`src/rtl/mips_pkg.sv`:
```
`default_nettype none
// ============================================================================
// Module      : mips_pkg
// Description : Shared types and default widths for the MIPS pipeline and
//               its memory arbiter.
//               - arb_state_t : arbiter FSM states (IDLE, BUSY_D, BUSY_I)
//               - ADDR_W      : default address width
//               - DATA_W      : default data width
// Revision    : 1.0 - initial release
// ============================================================================
package mips_pkg;

    localparam int ADDR_W = 32;
    localparam int DATA_W = 32;

    typedef enum logic [1:0] {
        IDLE   = 2'd0,
        BUSY_D = 2'd1,
        BUSY_I = 2'd2
    } arb_state_t;

endpackage
`default_nettype wire

```
`src/rtl/mem_arbiter.sv`:
```
`default_nettype none
// ============================================================================
// Module      : mem_arbiter
// Description : Shares one single-ported, variable-latency memory between the
//               instruction-fetch port and the MEM-stage data port. Within a
//               pipeline slot the data access (if any) goes first, then the
//               fetch. A global stall holds the pipeline until every access of
//               the slot has completed.
// Ports       : clk, rst (async, active-low)
//               inst_adr / inst            - fetch address, captured word
//               data_adr / data_out        - load/store address, store data
//               mem_read / mem_write       - MEM-stage request (both = write)
//               data_in                    - captured load data
//               stall                      - freeze PC and pipeline registers
//               m_req/m_we/m_adr/m_wdata   - memory request side
//               m_rdata/m_ready            - memory response side
//               stall_cnt                  - saturating stalled-cycle count
// Revision    : 1.0 - initial release
// ============================================================================
module mem_arbiter
    import mips_pkg::*;
#(
    parameter int ADDR_W = mips_pkg::ADDR_W,
    parameter int DATA_W = mips_pkg::DATA_W,
    parameter int CNT_W  = 32
) (
    input  logic              clk,
    input  logic              rst,
    input  logic [ADDR_W-1:0] inst_adr,
    output logic [DATA_W-1:0] inst,
    input  logic [ADDR_W-1:0] data_adr,
    input  logic [DATA_W-1:0] data_out,
    input  logic              mem_read,
    input  logic              mem_write,
    output logic [DATA_W-1:0] data_in,
    output logic              stall,
    output logic              m_req,
    output logic              m_we,
    output logic [ADDR_W-1:0] m_adr,
    output logic [DATA_W-1:0] m_wdata,
    input  logic [DATA_W-1:0] m_rdata,
    input  logic              m_ready,
    output logic [CNT_W-1:0]  stall_cnt
);

    localparam logic [CNT_W-1:0] c_cnt_one = {{(CNT_W-1){1'b0}}, 1'b1};

    arb_state_t        r_state;
    arb_state_t        w_state_nxt;
    logic              r_d_done;
    logic              r_i_done;
    logic [ADDR_W-1:0] r_m_adr;
    logic [DATA_W-1:0] r_m_wdata;
    logic              r_m_we;
    logic [DATA_W-1:0] r_inst;
    logic [DATA_W-1:0] r_data_in;
    logic [CNT_W-1:0]  r_stall_cnt;

    logic              w_d_req;
    logic              w_stall;
    logic              w_load_d;
    logic              w_load_i;
    logic              w_done_d;
    logic              w_done_i;

    // A simultaneous load+store request is serviced as a store: m_we is
    // loaded straight from mem_write.
    assign w_d_req = mem_read | mem_write;
    assign w_stall = ~r_i_done | (w_d_req & ~r_d_done);

    // ------------------------------------------------------------------------
    // FSM state register
    // ------------------------------------------------------------------------
    always_ff @(posedge clk or negedge rst) begin
        if (!rst) begin
            r_state <= IDLE;
        end else begin
            r_state <= w_state_nxt;
        end
    end

    // ------------------------------------------------------------------------
    // FSM next-state and control decode. m_ready is only honoured in the
    // BUSY states, so a stray m_ready while IDLE has no effect.
    // ------------------------------------------------------------------------
    always_comb begin
        w_state_nxt = r_state;
        w_load_d    = 1'b0;
        w_load_i    = 1'b0;
        w_done_d    = 1'b0;
        w_done_i    = 1'b0;
        case (r_state)
            IDLE: begin
                if (w_d_req && !r_d_done) begin
                    w_state_nxt = BUSY_D;
                    w_load_d    = 1'b1;
                end else if (!r_i_done) begin
                    w_state_nxt = BUSY_I;
                    w_load_i    = 1'b1;
                end
            end
            BUSY_D: begin
                if (m_ready) begin
                    w_state_nxt = IDLE;
                    w_done_d    = 1'b1;
                end
            end
            BUSY_I: begin
                if (m_ready) begin
                    w_state_nxt = IDLE;
                    w_done_i    = 1'b1;
                end
            end
            default: begin
                w_state_nxt = IDLE;
            end
        endcase
    end

    // ------------------------------------------------------------------------
    // Per-slot completion flags. stall can only be low in IDLE with both
    // accesses finished, so clearing never races with a completion.
    // ------------------------------------------------------------------------
    always_ff @(posedge clk or negedge rst) begin
        if (!rst) begin
            r_d_done <= 1'b0;
            r_i_done <= 1'b0;
        end else if (!w_stall) begin
            r_d_done <= 1'b0;
            r_i_done <= 1'b0;
        end else begin
            if (w_done_d) begin
                r_d_done <= 1'b1;
            end
            if (w_done_i) begin
                r_i_done <= 1'b1;
            end
        end
    end

    // ------------------------------------------------------------------------
    // Memory request registers: loaded on issue, held while busy. The write
    // data register keeps its old value across fetches.
    // ------------------------------------------------------------------------
    always_ff @(posedge clk or negedge rst) begin
        if (!rst) begin
            r_m_adr   <= '0;
            r_m_wdata <= '0;
            r_m_we    <= 1'b0;
        end else if (w_load_d) begin
            r_m_adr   <= data_adr;
            r_m_wdata <= data_out;
            r_m_we    <= mem_write;
        end else if (w_load_i) begin
            r_m_adr   <= inst_adr;
            r_m_we    <= 1'b0;
        end
    end

    // ------------------------------------------------------------------------
    // Read-data capture. A completed store leaves data_in untouched.
    // ------------------------------------------------------------------------
    always_ff @(posedge clk or negedge rst) begin
        if (!rst) begin
            r_inst    <= '0;
            r_data_in <= '0;
        end else begin
            if (w_done_i) begin
                r_inst <= m_rdata;
            end
            if (w_done_d && !r_m_we) begin
                r_data_in <= m_rdata;
            end
        end
    end

    // ------------------------------------------------------------------------
    // Saturating stalled-cycle counter
    // ------------------------------------------------------------------------
    always_ff @(posedge clk or negedge rst) begin
        if (!rst) begin
            r_stall_cnt <= '0;
        end else if (w_stall && (r_stall_cnt != {CNT_W{1'b1}})) begin
            r_stall_cnt <= r_stall_cnt + c_cnt_one;
        end
    end

    assign stall     = w_stall;
    assign m_req     = (r_state != IDLE);
    assign m_we      = r_m_we;
    assign m_adr     = r_m_adr;
    assign m_wdata   = r_m_wdata;
    assign inst      = r_inst;
    assign data_in   = r_data_in;
    assign stall_cnt = r_stall_cnt;

endmodule
`default_nettype wire

```
`config.mk`:
```
export PLATFORM = sky130hd
export DESIGN_NAME = mem_arbiter
export DESIGN_NICKNAME = d
export VERILOG_FILES = /design/src/rtl/mips_pkg.sv /design/src/rtl/mem_arbiter.sv
export SDC_FILE = /design/constraint.sdc
export NUM_CORES = 1
export LEC_CHECK = 0
export CORE_MARGIN = 10
export CORE_UTILIZATION = 43
export CTS_BUF_LIST = sky130_fd_sc_hd__clkbuf_2 sky130_fd_sc_hd__clkbuf_4 sky130_fd_sc_hd__clkbuf_8
export DETAILED_ROUTE_END_ITERATION = 10
export HOLD_SLACK_MARGIN = 0.08
export PLACE_DENSITY = 0.91
export SLEW_MARGIN = 20
export SYNTH_ARGS = -nofsm -noshare
export SYNTH_HDL_FRONTEND = slang
export SYNTH_SLANG_ARGS = --single-unit
```
`constraint.sdc`:
```
create_clock -name clk -period 2.12 [get_ports clk]
set_clock_uncertainty 0.1 [all_clocks]
set_input_delay 0.318 -clock clk [delete_from_list [all_inputs] [get_ports clk]]
set_output_delay 0.318 -clock clk [all_outputs]
set_load 0.1 [all_outputs]
```
==> flow_summary.yaml, run 1 <==
status:
  outcome: "completed"
grt:
  grt_pass1_wl_mm: 32.0
  grt_pass1_vias: 5754
  grt_use_total_pct: 18.7
  grt-ovfl-total: 0
  grt_max_degree: 57
  antenna_found_initial: 0
clock_network:
  clock_latency_ns: 0.44
  htree_levels: 4
  cts_tree: "done"
  cts_buffers: 17
  root_buffer: "clkbuf_8"
  cts_max_path_buffers: 2
  cts.sinks: 165
  clkTransAtPathRegs_ns: 0.08
min_path:
  hold_path.class: "input port to async pin"
timing:
  slew_headroom_pct: 52.1
  fin_hold_ws_ns: 0.317
  max_freq_ghz: 0.497
  setup_viol: 0
  layout_min_cycle_time_ns: 2.01
  finalHoldViolCount: 0
  worst_slew_pin_slew_ns: 0.717
  layout_setup_ws_ns: 0.106
  rsz0062_at_grt: "true"
  final_max_slew_viol_count: 0
  fin_crit_sh_pct: 95.0
job:
  drv_cap: 0
setup_path:
  critical_path.startpoint_type: "flip-flop"
  crit_chain: "o21ba_4, nor2_1, buf_4, inv_1, buf_12"
  slowest_stage: "dfrtp_1"
  crit_type: "flip-flop to primary output"
  worstPathRequired_ns: 1.70
  critPathCaptureType: "primary output"
  rrSetupSlack_ns: 0.11
  reg2reg_depth: 6
  crit_start: "r_d_done$_DFFE_PN0P_"
  slowest_delay_ns: 0.42
  r2r_end: "stall_cnt[18]$_DFFE_PN0P_"
  cp.arrival_ns: 1.60
  rr_startpoint: "stall_cnt[0]$_DFFE_PN0P_"
  critPathMaxFanout: 6
  critPathCapture: "stall"
synth:
  netlist-cell-type-count: 38
  syn_inst: 521
  synth_edf_count: 0
  synth.most_common_cell: "dfrtp_1"
  ys_top_cells_by_count: "dfrtp_1, mux2_2, nor2_1"
  ys.flop_type: "dfrtp_1"
  yosys.area.top_type_share_pct: 61.4
  ys_ff_latch: 165
  yosysWarnings: 0
  ys_seq_area_share_pct: 61.4
  synth_top_cell_by_area: "dfrtp_1"
  syn_avg_cell_area_um2: 12.9
  synth_nets: 658
  netlist_top_cells_area: "dfrtp_1, mux2_2, o22ai_1, a21oi_1, xnor2_1"
  synthArstFlopShare_pct: 100
  syn_area_um2: 6730
place:
  placedCellCount: 1025
  place_ws_ns: -0.126
  dpl.hpwl_mm: 15.7
  io_buffers: 295
  globalplace.congestion: 0.791
floorplanning:
  die_y_um: 145
  core_area_um2: 15300
  std_cell_rows: 45
  dieWidth_um: 145
  start_util_pct: 44.1
  dieArea_um2: 21000
  ioPinCount: 296
drt:
  postRouteAntennaNets: 0
  routedWlPerCell_um: 19.3
  drcViolationCount: 0
  via_count: 5331
  drt-total-wl_mm: 20.5
  routed_via_density: 5.03
  drtIter0Drc: 199
  dr.pass1.iters: 4
finish:
  syn2layout_area_growth_pct: 53.1
  final_cells: 1060
  drive_gt1_share_pct: 42.8
  fillerInstances: 1099
  n_antenna_cell: 0
  layout.nets: 974
==> worst min-delay path by stage <==
stage                                      to  depth (start not counted)
floorplan              data_in[0]$_DFFE_PN0P_                          0
global route        stall_cnt[17]$_DFFE_PN0P_                          2
finish              stall_cnt[17]$_DFFE_PN0P_                          2
CTS                 stall_cnt[17]$_DFFE_PN0P_                          2
detailed placement  stall_cnt[18]$_DFFE_PN0P_                          1
global placement    stall_cnt[18]$_DFFE_PN0P_                          1
==> cells by family after synthesis <==
logic type / after synthesis / share of synthesized area (%)
simple gates: 111 / 8.45
xor+xnor: 30 / 3.91
compound gates: 82 / 7.44
buf+inv: 32 / 1.84
flops: 165 / 61.4
mux: 97 / 16.2
fa+ha+maj: 4 / 0.744
==> per-layer routing <==
metal / global-route usage [%] / wire, um
met1: 21.2 / 8100
met2: 32.1 / 10500
met3: 7.51 / 1530
met4: 5.31 / 279
met5: 0 / 0
==> cells in the final DEF, fill, tap and decap left out, types with 8 or more instances in the layout <==
cell             netlist  routed
nand3_1               11      11
dfrtp_4                0      19
buf_4                  0     182
clkbuf_8               0      19
mux2_2                96      96
xnor2_1               20      20
dfrtp_2                0      12
o22ai_1               33      33
dfrtp_1              165     134
nor2_1                46      43
nand2_1               17      17
a21oi_1               36      36
clkdlybuf4s50_1        0     131
and3_1                 8       8
xor2_1                10      10
nand4_1               11      11
==> cell type report <==
type / count / area, um2 / share of cell area (%)
well taps: 211 / 264 / 2.56
flip-flops and latches: 165 / 4220 / 40.9
inverters: 6 / 26.3 / 0.255
multi-input cells: 325 / 2540 / 24.6
repair buffers: 322 / 2840 / 27.6
clock inverters: 8 / 126 / 1.23
clock buffers: 23 / 292 / 2.83
==> critical path: cells and delay by family, from the launching register on <==
family	cells	cell delay, ns
buf+inv	3	0.41
flops	1	0.42
simple gates	1	0.06
compound gates	1	0.27
==> sequential cells by signal (all words and copies together), names as in the netlist <==
register,flops
stall_cnt,32
r_d_done,1
m_wdata,32
data_in,32
m_we,1
m_adr,32
r_i_done,1
r_state,2
inst,32
==> metrics by stage <==
stage	setup TNS [ns]	cell area (um2)	utilization (%)
final	0	10300	67.5
after global routing	-0.00314	10300	67.5
after CTS	0	10300	67.2
after detailed placement	-2.09	9830	64.4
after global placement	-1.18	9830	64.4
after floorplan	-1.85	6850	-
==> repair_timing <==
| item | 4_1_cts | 5_1_grt |
|---|---|---|
| cloned | 0 | 1 |
| endpoints found under the setup margin | 2 | 36 |
| hold buffers | 1 | 0 |
| gates resized for setup | 1 | 4 |
| setup buffers | 0 | 2 |
| hold endpoints to repair | 50 | 0 |
| pin swaps | 0 | 3 |
Power of run 1 is not shown: default switching activity piles up to over one toggle a cycle in this logic, so the estimate is an artifact.
==> run 2, diff against run 1 <==
- TNS_END_PERCENT: unset -> 30
==> run 2 against run 1 <==
  * Register-to-register slack gained 0.02 ns
  * Highest routed layer unchanged
  * Via count grew 0.54%
  * Largest cell class unchanged
  * Sequential share of layout area grew 0.24 points
  * Flip-flop and latch count is the same
  * Clock-buffer cell count shrank 5
  * First-iteration DRC count grew 18%
  * Hold slack gained 0.032 ns
  * Final cell count shrank 0.57%
  * Die area is the same
  * Design area shrank 0.61%
  * Core utilization shrank 0.41 points
  * Maximum frequency shrank 0.66%
==> flow_summary.yaml, run 2 (synthesis gave the netlist of run 1 again) <==
finish:
  n_antenna_cell: 0
  multi_input_area_um2: 2510
  final_common_cell: "buf_4"
  syn2layout_area_growth_pct: 52.2
  post-route-cell-area_um2: 10200
  fillerInstances: 1094
  regArea_um2: 4210
  layout.nets: 967
  drive_gt1_share_pct: 42.1
  fin_util_pct: 67.1
  layout_common_cells: "buf_4, dfrtp_1, clkdlybuf4s50_1, mux2_2, nor2_1"
drt:
  postRouteAntennaNets: 0
  drt-total-wl_mm: 20.2
  drtIter0Drc: 235
  routedWlPerCell_um: 19.2
  dr.pass1.iters: 4
  routed_via_density: 5.09
  via_count: 5360
  drcViolationCount: 0
timing:
  slew_headroom_pct: 58.0
  max_freq_ghz: 0.493
  rsz0062_at_grt: "false"
  layout_setup_ws_ns: 0.0926
  setup_viol: 0
  layout_min_cycle_time_ns: 2.03
  finalHoldViolCount: 0
  fin_hold_ws_ns: 0.349
  final_max_slew_viol_count: 0
  fin_crit_sh_pct: 95.6
  worst_slew_pin_slew_ns: 0.629
setup_path:
  worstPathRequired_ns: 1.70
  critPathMaxFanout: 7
  cp.arrival_ns: 1.61
  crit_type: "flip-flop to primary output"
  critPathCaptureType: "primary output"
  critical_path.startpoint_type: "flip-flop"
  reg2reg_depth: 6
floorplanning:
  start_util_pct: 44.1
  dieArea_um2: 21000
  ioPinCount: 296
  std_cell_rows: 45
  core_area_um2: 15300
  dieWidth_um: 145
  die_y_um: 145
place:
  place_ws_ns: -0.0603
  dpl.hpwl_mm: 15.7
  io_buffers: 295
  placed_area_um2: 9830
  globalplace.congestion: 0.803
clock_network:
  cts_max_path_buffers: 2
  htree_levels: 4
  cts_tree: "done"
  cts_buffers: 17
  clock_latency_ns: 0.43
  cts.sinks: 165
  clkTransAtPathRegs_ns: 0.09
  root_buffer: "clkbuf_8"
grt:
  antenna_found_initial: 0
  grt_max_degree: 65
  grt_use_total_pct: 18.4
  grt-ovfl-total: 0
  grt_pass1_vias: 5712
  grt_pass1_wl_mm: 31.5
min_path:
  hold_path.class: "input port to async pin"
status:
  outcome: "completed"
job:
  drv_cap: 0
[run 2: critical path, cell delays in order, from the launching register on]
cell and delay [ns]:
dfrtp_1 0.42, o21ba_2 0.36, nor2_2 0.09, inv_1 0.12
buf_12 0.18
[run 2: cell type report]
| cell class | count | area share (%) |
|---|---|---|
| inverters | 6 | 0.257 |
| flip-flops and latches | 165 | 41.2 |
| repair buffers | 316 | 27.7 |
| clock buffers | 18 | 2.42 |
| multi-input cells | 324 | 24.5 |
| clock inverters | 14 | 1.38 |
| well taps | 211 | 2.58 |
[run 2: what timing repair did]
item                                    in CTS  in global routing
resized for setup                            2                  0
setup buffers                                0                  0
hold endpoints to repair                    58                  0
endpoints found under the setup margin       2                  0
hold buffers                                 1                  0
[run 2: path summary, 6_finish.rpt]
path,slack [ns],endpoint,from
setup / recovery,0.09,stall,r_d_done$_DFFE_PN0P_
hold / removal,0.35,m_adr[15]$_DFFE_PN0P_,rst
setup reg to reg,0.13,stall_cnt[20]$_DFFE_PN0P_,stall_cnt[0]$_DFFE_PN0P_
hold reg to reg,0.39,stall_cnt[25]$_DFFE_PN0P_,stall_cnt[25]$_DFFE_PN0P_
max in group asynchronous,0.90,data_in[21]$_DFFE_PN0P_,rst
min in group clk,0.38,m_wdata[27]$_DFFE_PN0P_,data_out[27]
[run 2: per-stage QoR]
step / setup TNS [ns] / instances
finish: 0 / 1054
detailed placement: -0.298 / 1021
global route: 0 / 1054
CTS: 0 / 1054
global placement: 0 / 1021
floorplan: -1.98 / 521
[run 2: layer usage]
layer	part of all wire [%]	wire [um]	global-route usage, %	vias up
met5	0	0	0	-
met4	2.6	535	7.08	0
met3	8.9	1800	7.51	32
met2	51	10200	31.6	229
met1	38	7640	20.0	2621
li1	-	-	-	2478
Power of run 2 is left out for the same reason.
==> run 3, diff against run 2 <==
- CORE_UTILIZATION: 43 -> 42
- CTS_BUF_LIST: sky130_fd_sc_hd__clkbuf_2 sky130_fd_sc_hd__clkbuf_4 sky130_fd_sc_hd__clkbuf_8 -> unset
- CTS_CLUSTER_DIAMETER: unset -> 50
- GPL_TIMING_DRIVEN: unset -> 0
- PLACE_DENSITY: 0.91 -> 0.89
==> run 3 against run 2 <==
  * Die area rose by 2.1%
  * Flip-flop and latch count is the same
  * Routed wire length up 4.1%
  * Sequential share of layout area fell by 1.6 points
  * First-iteration DRC count increased by 12%
  * Hold slack gained 0.024 ns
  * Clock-buffer cell count down 1
  * Maximum frequency is 2.8% lower
  * Final cell count up 1.2%
  * Core utilization up 0.39 points
  * Non-clock buffer count grew 8
  * Via count is 2.2% higher
==> flow_summary.yaml, run 3 (synthesis gave the netlist of run 1 again) <==
floorplanning:
  dieWidth_um: 147
  ioPinCount: 296
  start_util_pct: 42.7
  dieArea_um2: 21500
  core_area_um2: 15800
  die_y_um: 147
  std_cell_rows: 46
drt:
  via_count: 5476
  routed_via_density: 5.13
  postRouteAntennaNets: 0
  drtIter0Drc: 264
  drcViolationCount: 0
  routedWlPerCell_um: 19.7
  drt-total-wl_mm: 21.0
  dr.pass1.iters: 4
finish:
  multi_input_area_um2: 2540
  syn2layout_area_growth_pct: 58.2
  n_antenna_cell: 0
  layout_common_cells: "dfrtp_1, clkdlybuf4s50_1, dlygate4sd2_1, mux2_2, nor2_1"
  fin_util_pct: 67.5
  regArea_um2: 4210
  final_common_cell: "dfrtp_1"
  drive_gt1_share_pct: 26.4
  layout.nets: 975
  fillerInstances: 1222
clock_network:
  cts_buffers: 17
  cts_max_path_buffers: 2
  htree_levels: 4
  cts.sinks: 165
  root_buffer: "clkbuf_16"
  clkTransAtPathRegs_ns: 0.06
  clock_latency_ns: 0.42
  cts_tree: "done"
timing:
  finalHoldViolCount: 0
  setup-tns-final_ns: 0
  worst_slew_pin_slew_ns: 1.03
  final_max_slew_viol_count: 0
  layout_min_cycle_time_ns: 2.09
  fin_crit_sh_pct: 98.4
  rsz0062_at_grt: "true"
  slew_headroom_pct: 31.3
  setup_viol: 0
  max_freq_ghz: 0.480
setup_path:
  cp.arrival_ns: 1.67
  crit_type: "flip-flop to primary output"
  critPathMaxFanout: 3
  critical_path.startpoint_type: "flip-flop"
  critPathCaptureType: "primary output"
  worstPathRequired_ns: 1.70
  slowest_delay_ns: 0.89
  crit_chain: "dlygate4sd2_1"
  slowest_stage: "dlygate4sd2_1"
  crit_family: "buffers and inverters"
  crit_buf_inv: 1
grt:
  antenna_found_initial: 0
  grt_max_degree: 91
  grt_pass1_vias: 5902
  grt_use_total_pct: 19.1
  grt_pass1_wl_mm: 32.6
  grt-ovfl-total: 0
place:
  io_buffers: 295
  dpl.hpwl_mm: 16.3
  globalplace.congestion: 0.795
min_path:
  hold_path.class: "input port to async pin"
job:
  drv_cap: 0
status:
  outcome: "completed"
==> run 3: changes by cell type in the layout (fill, tap and decap cells not counted), moves of 5 or more <==
cell and change:
buf_12 -9, buf_2 +5, buf_4 -170, clkbuf_1 +10
clkbuf_16 +17, clkbuf_2 +12, clkbuf_8 -18, clkdlybuf4s15_1 +19
clkdlybuf4s15_2 +25, dlygate4sd2_1 +112
==> run 3: worst reg2reg max path: cells and delay by family (launching register included) <==
family          cells  cell delay (ns)
flops               1             0.50
buf+inv             1             0.18
simple gates        3             0.67
xor+xnor            1             0.17
compound gates      1             0.38
==> run 3: worst paths after layout <==
path,from,to,slack [ns],cells after the start
worst max-delay path,m_we$_DFFE_PN0P_,m_we,0.03,1
worst min-delay path,rst,stall_cnt[14]$_DFFE_PN0P_,0.37,2
worst max register to register,stall_cnt[24]$_DFFE_PN0P_,stall_cnt[20]$_DFFE_PN0P_,0.04,6
worst min register to register,stall_cnt[25]$_DFFE_PN0P_,stall_cnt[25]$_DFFE_PN0P_,0.38,1
max in group asynchronous,rst,m_wdata[17]$_DFFE_PN0P_,0.71,3
min in group clk,stall_cnt[25]$_DFFE_PN0P_,stall_cnt[25]$_DFFE_PN0P_,0.38,1
==> run 3: cell type report <==
class	count	area share, %
buffer	25	1.09
clock buffer	17	4.00
clock inverter	15	1.46
inverter	6	0.247
multi-input combinational	324	23.9
sequential	165	39.6
tap	216	2.54
timing repair buffer	299	27.2
==> run 3: per-layer routing <==
layer / GRT usage, % / share of wire, % / vias to the layer above
met5: 0 / 0 / -
met4: 6.86 / 2.4 / 0
met3: 7.94 / 8.6 / 37
met2: 33.1 / 52 / 233
met1: 20.3 / 37 / 2695
li1: - / - / 2511
==> run 3: what timing repair did <==
| item | 4_1_cts | 5_1_grt |
|---|---|---|
| pin swaps | 1 | 3 |
| endpoints found under the hold margin | 75 | 0 |
| resized for setup | 236 | 49 |
| gates cloned | 0 | 0 |
| hold buffers | 1 | 0 |
| buffers inserted | 0 | 2 |
| setup endpoints to repair | 190 | 107 |
==> run 3: metrics by stage <==
step / std cells / worst slack (ns) / hold WS, ns / cell area, um2
finish: 1067 / 0.0349 / 0.374 / 10600
floorplan: 521 / -0.0576 / -0.0776 / 6850
CTS: 1066 / -0.108 / 0.386 / 10600
global route: 1067 / -0.0167 / 0.395 / 10600
detailed placement: 1033 / -1.06 / 0.236 / 10100
global placement: 1032 / -7.28 / 0.369 / 10100
Power of run 3 is left out for the same reason.
==> patch (flow settings as in run 2) <==
`CNT_W`: 32 -> 16.
--- a/src/rtl/mem_arbiter.sv
+++ b/src/rtl/mem_arbiter.sv
@@ -22,7 +22,7 @@
 #(
     parameter int ADDR_W = mips_pkg::ADDR_W,
     parameter int DATA_W = mips_pkg::DATA_W,
-    parameter int CNT_W  = 32
+    parameter int CNT_W  = 16
 ) (
     input  logic              clk,
     input  logic              rst,
Ports: changed (resized stall_cnt); port bits go from 296 to 280. The function was not compared with the original's and may differ.
==> patch against run 2 <==
Synthesized area shrank 12%; die area shrank 10%; critical path depth is the same; final area shrank 10%; sequential share of layout area shrank 0.23 points; synthesized cell count shrank 15%; hold slack lost 0.041 ns; routed wire length shrank 9.5%; sequential cell count shrank 16; highest routed layer is now met5; first-iteration DRC count shrank 8.1%; worst setup slack gained 0.059 ns.
Power is not shown: default switching activity piles up to over one toggle a cycle in this logic, so the estimate is an artifact.
==> patch: results (changes against run 2) <==
| Metric | Value |
|---|---|
| Synthesis Warnings | `0 (unchanged)` |
| Clk buf depth | `2 (unchanged)` |
| Final std cells w/o fill | `917 (-13%)` |
| Total routing usage reported by global routing | `0.190 (+0.00576)` |
| Synth cell types | `35 (-7.9%)` |
| CTS-repair resized insts | `0 (-2)` |
| Post-synthesis sequential area ratio | `0.629 (+0.0153)` |
| Initial antenna violation count | `1 (+1)` |
| Share of cells above drive strength 1 | `0.425 (+0.00399)` |
| Vias in the first global route | `5,233 (-8.4%)` |
| Final WL | `18,300 microns (-9.5%)` |
| Nets | `866 (-10%)` |
| Top layer in use | `met5` |
| RR Startpoint | `stall_cnt[12]` |
| Area contributors post-synth | `dfrtp_1 63%, mux2_2 18%, a21oi_1 3.6%` |
| Largest net degree at the start of global routing | `51 (-22%)` |
| Slew HR | `0.684 (+0.104)` |
| Met1 GRT Util | `0.195 (-0.00486)` |
| DR iter-0 viols | `216 (-8.1%)` |
| Worst reg-to-reg path cell count | `5 (-1)` |
| Commonest cells in the netlist | `149 x dfrtp_1, 96 x mux2_2, 43 x a21oi_1, 36 x nor2_1, 34 x o22ai_1` |
| Gpl congestion | `0.857 (+6.8%)` |
| Tightest Pin Transition | `0.474 ns (-0.155 ns)` |
| Min Hold Slack | `0.308 ns (-0.0412 ns)` |
| First-pass GRT wire length | `28,100 microns (-11%)` |
| Placed Cells | `885 (-13%)` |
| Worst reg2reg setup slack | `0.24 ns (+0.11 ns)` |
| GR Util met3 | `0.0870 (+0.0119)` |
| WL met3 | `1950 microns (+8.4%)` |
| DP Worst Slack | `0.0229 ns (+0.0832 ns)` |
| Xor/xnor share of the synthesized area | `0.0177 (-0.0213)` |
| Net Count, Synth | `579 (-12%)` |
| Critical path's largest stage delay | `0.40 ns (-0.02 ns)` |
| Post-Synth Adder-Cell Area | `0.00844 (+0.00100)` |
| Crit path max fanout | `8 (+1)` |
| Critical Path Start | `r_d_done` |
| Post-synthesis compound-gate area fraction | `0.0887 (+0.0143)` |
| Multiplexer share of the synthesized area | `0.185 (+0.0225)` |
| Met2 Track Usage GR | `0.327 (+0.0117)` |
| Routed vias | `4,780 (-11%)` |
| CTS Root Cell | `clkbuf_8` |
| Arrival time worst endpoint | `1.55 ns (-0.06 ns)` |
| Met2 WL | `9360 microns (-8.6%)` |
| HPWL Detailed | `14,400 microns (-8.5%)` |
| Status | `complete, no violations` |
-- patch: cell families (layout without fill, tap and decap cells) --
family	after synthesis	count (layout)
flip-flops	149	149
multiplexers	97	97
AO/OA/AOI/OAI	89	89
AND/OR/NAND/NOR	59	59
buffers and inverters	32	331
XOR/XNOR	12	12
adder cells (fa/ha/maj)	4	4
-- patch: stage by stage --
step                      utilization  area [sq um]
after floorplan                     -          6010
after global placement          0.651          8700
after detailed placement        0.651          8700
after CTS                       0.689          9200
after global routing            0.689          9200
final                           0.689          9200
-- patch: area by class of cell --
type,count,area [sq um]
inverters,6,26.3
repair buffers,294,2630
clock inverters,9,199
flip-flops and latches,149,3760
multi-input cells,261,2070
well taps,176,220
clock buffers,22,290
fillers,953,4150
-- patch: worst max-delay path by stage --
stage | end | slack (ns) | cells past startpoint
floorplan | m_wdata[0] | -0.17 | 8
global placement | m_wdata[20] | 0.15 | 4
detailed placement | stall_cnt[7] | 0.02 | 7
CTS | stall | 0.10 | 4
global route | stall | 0.07 | 4
finish | stall | 0.15 | 4
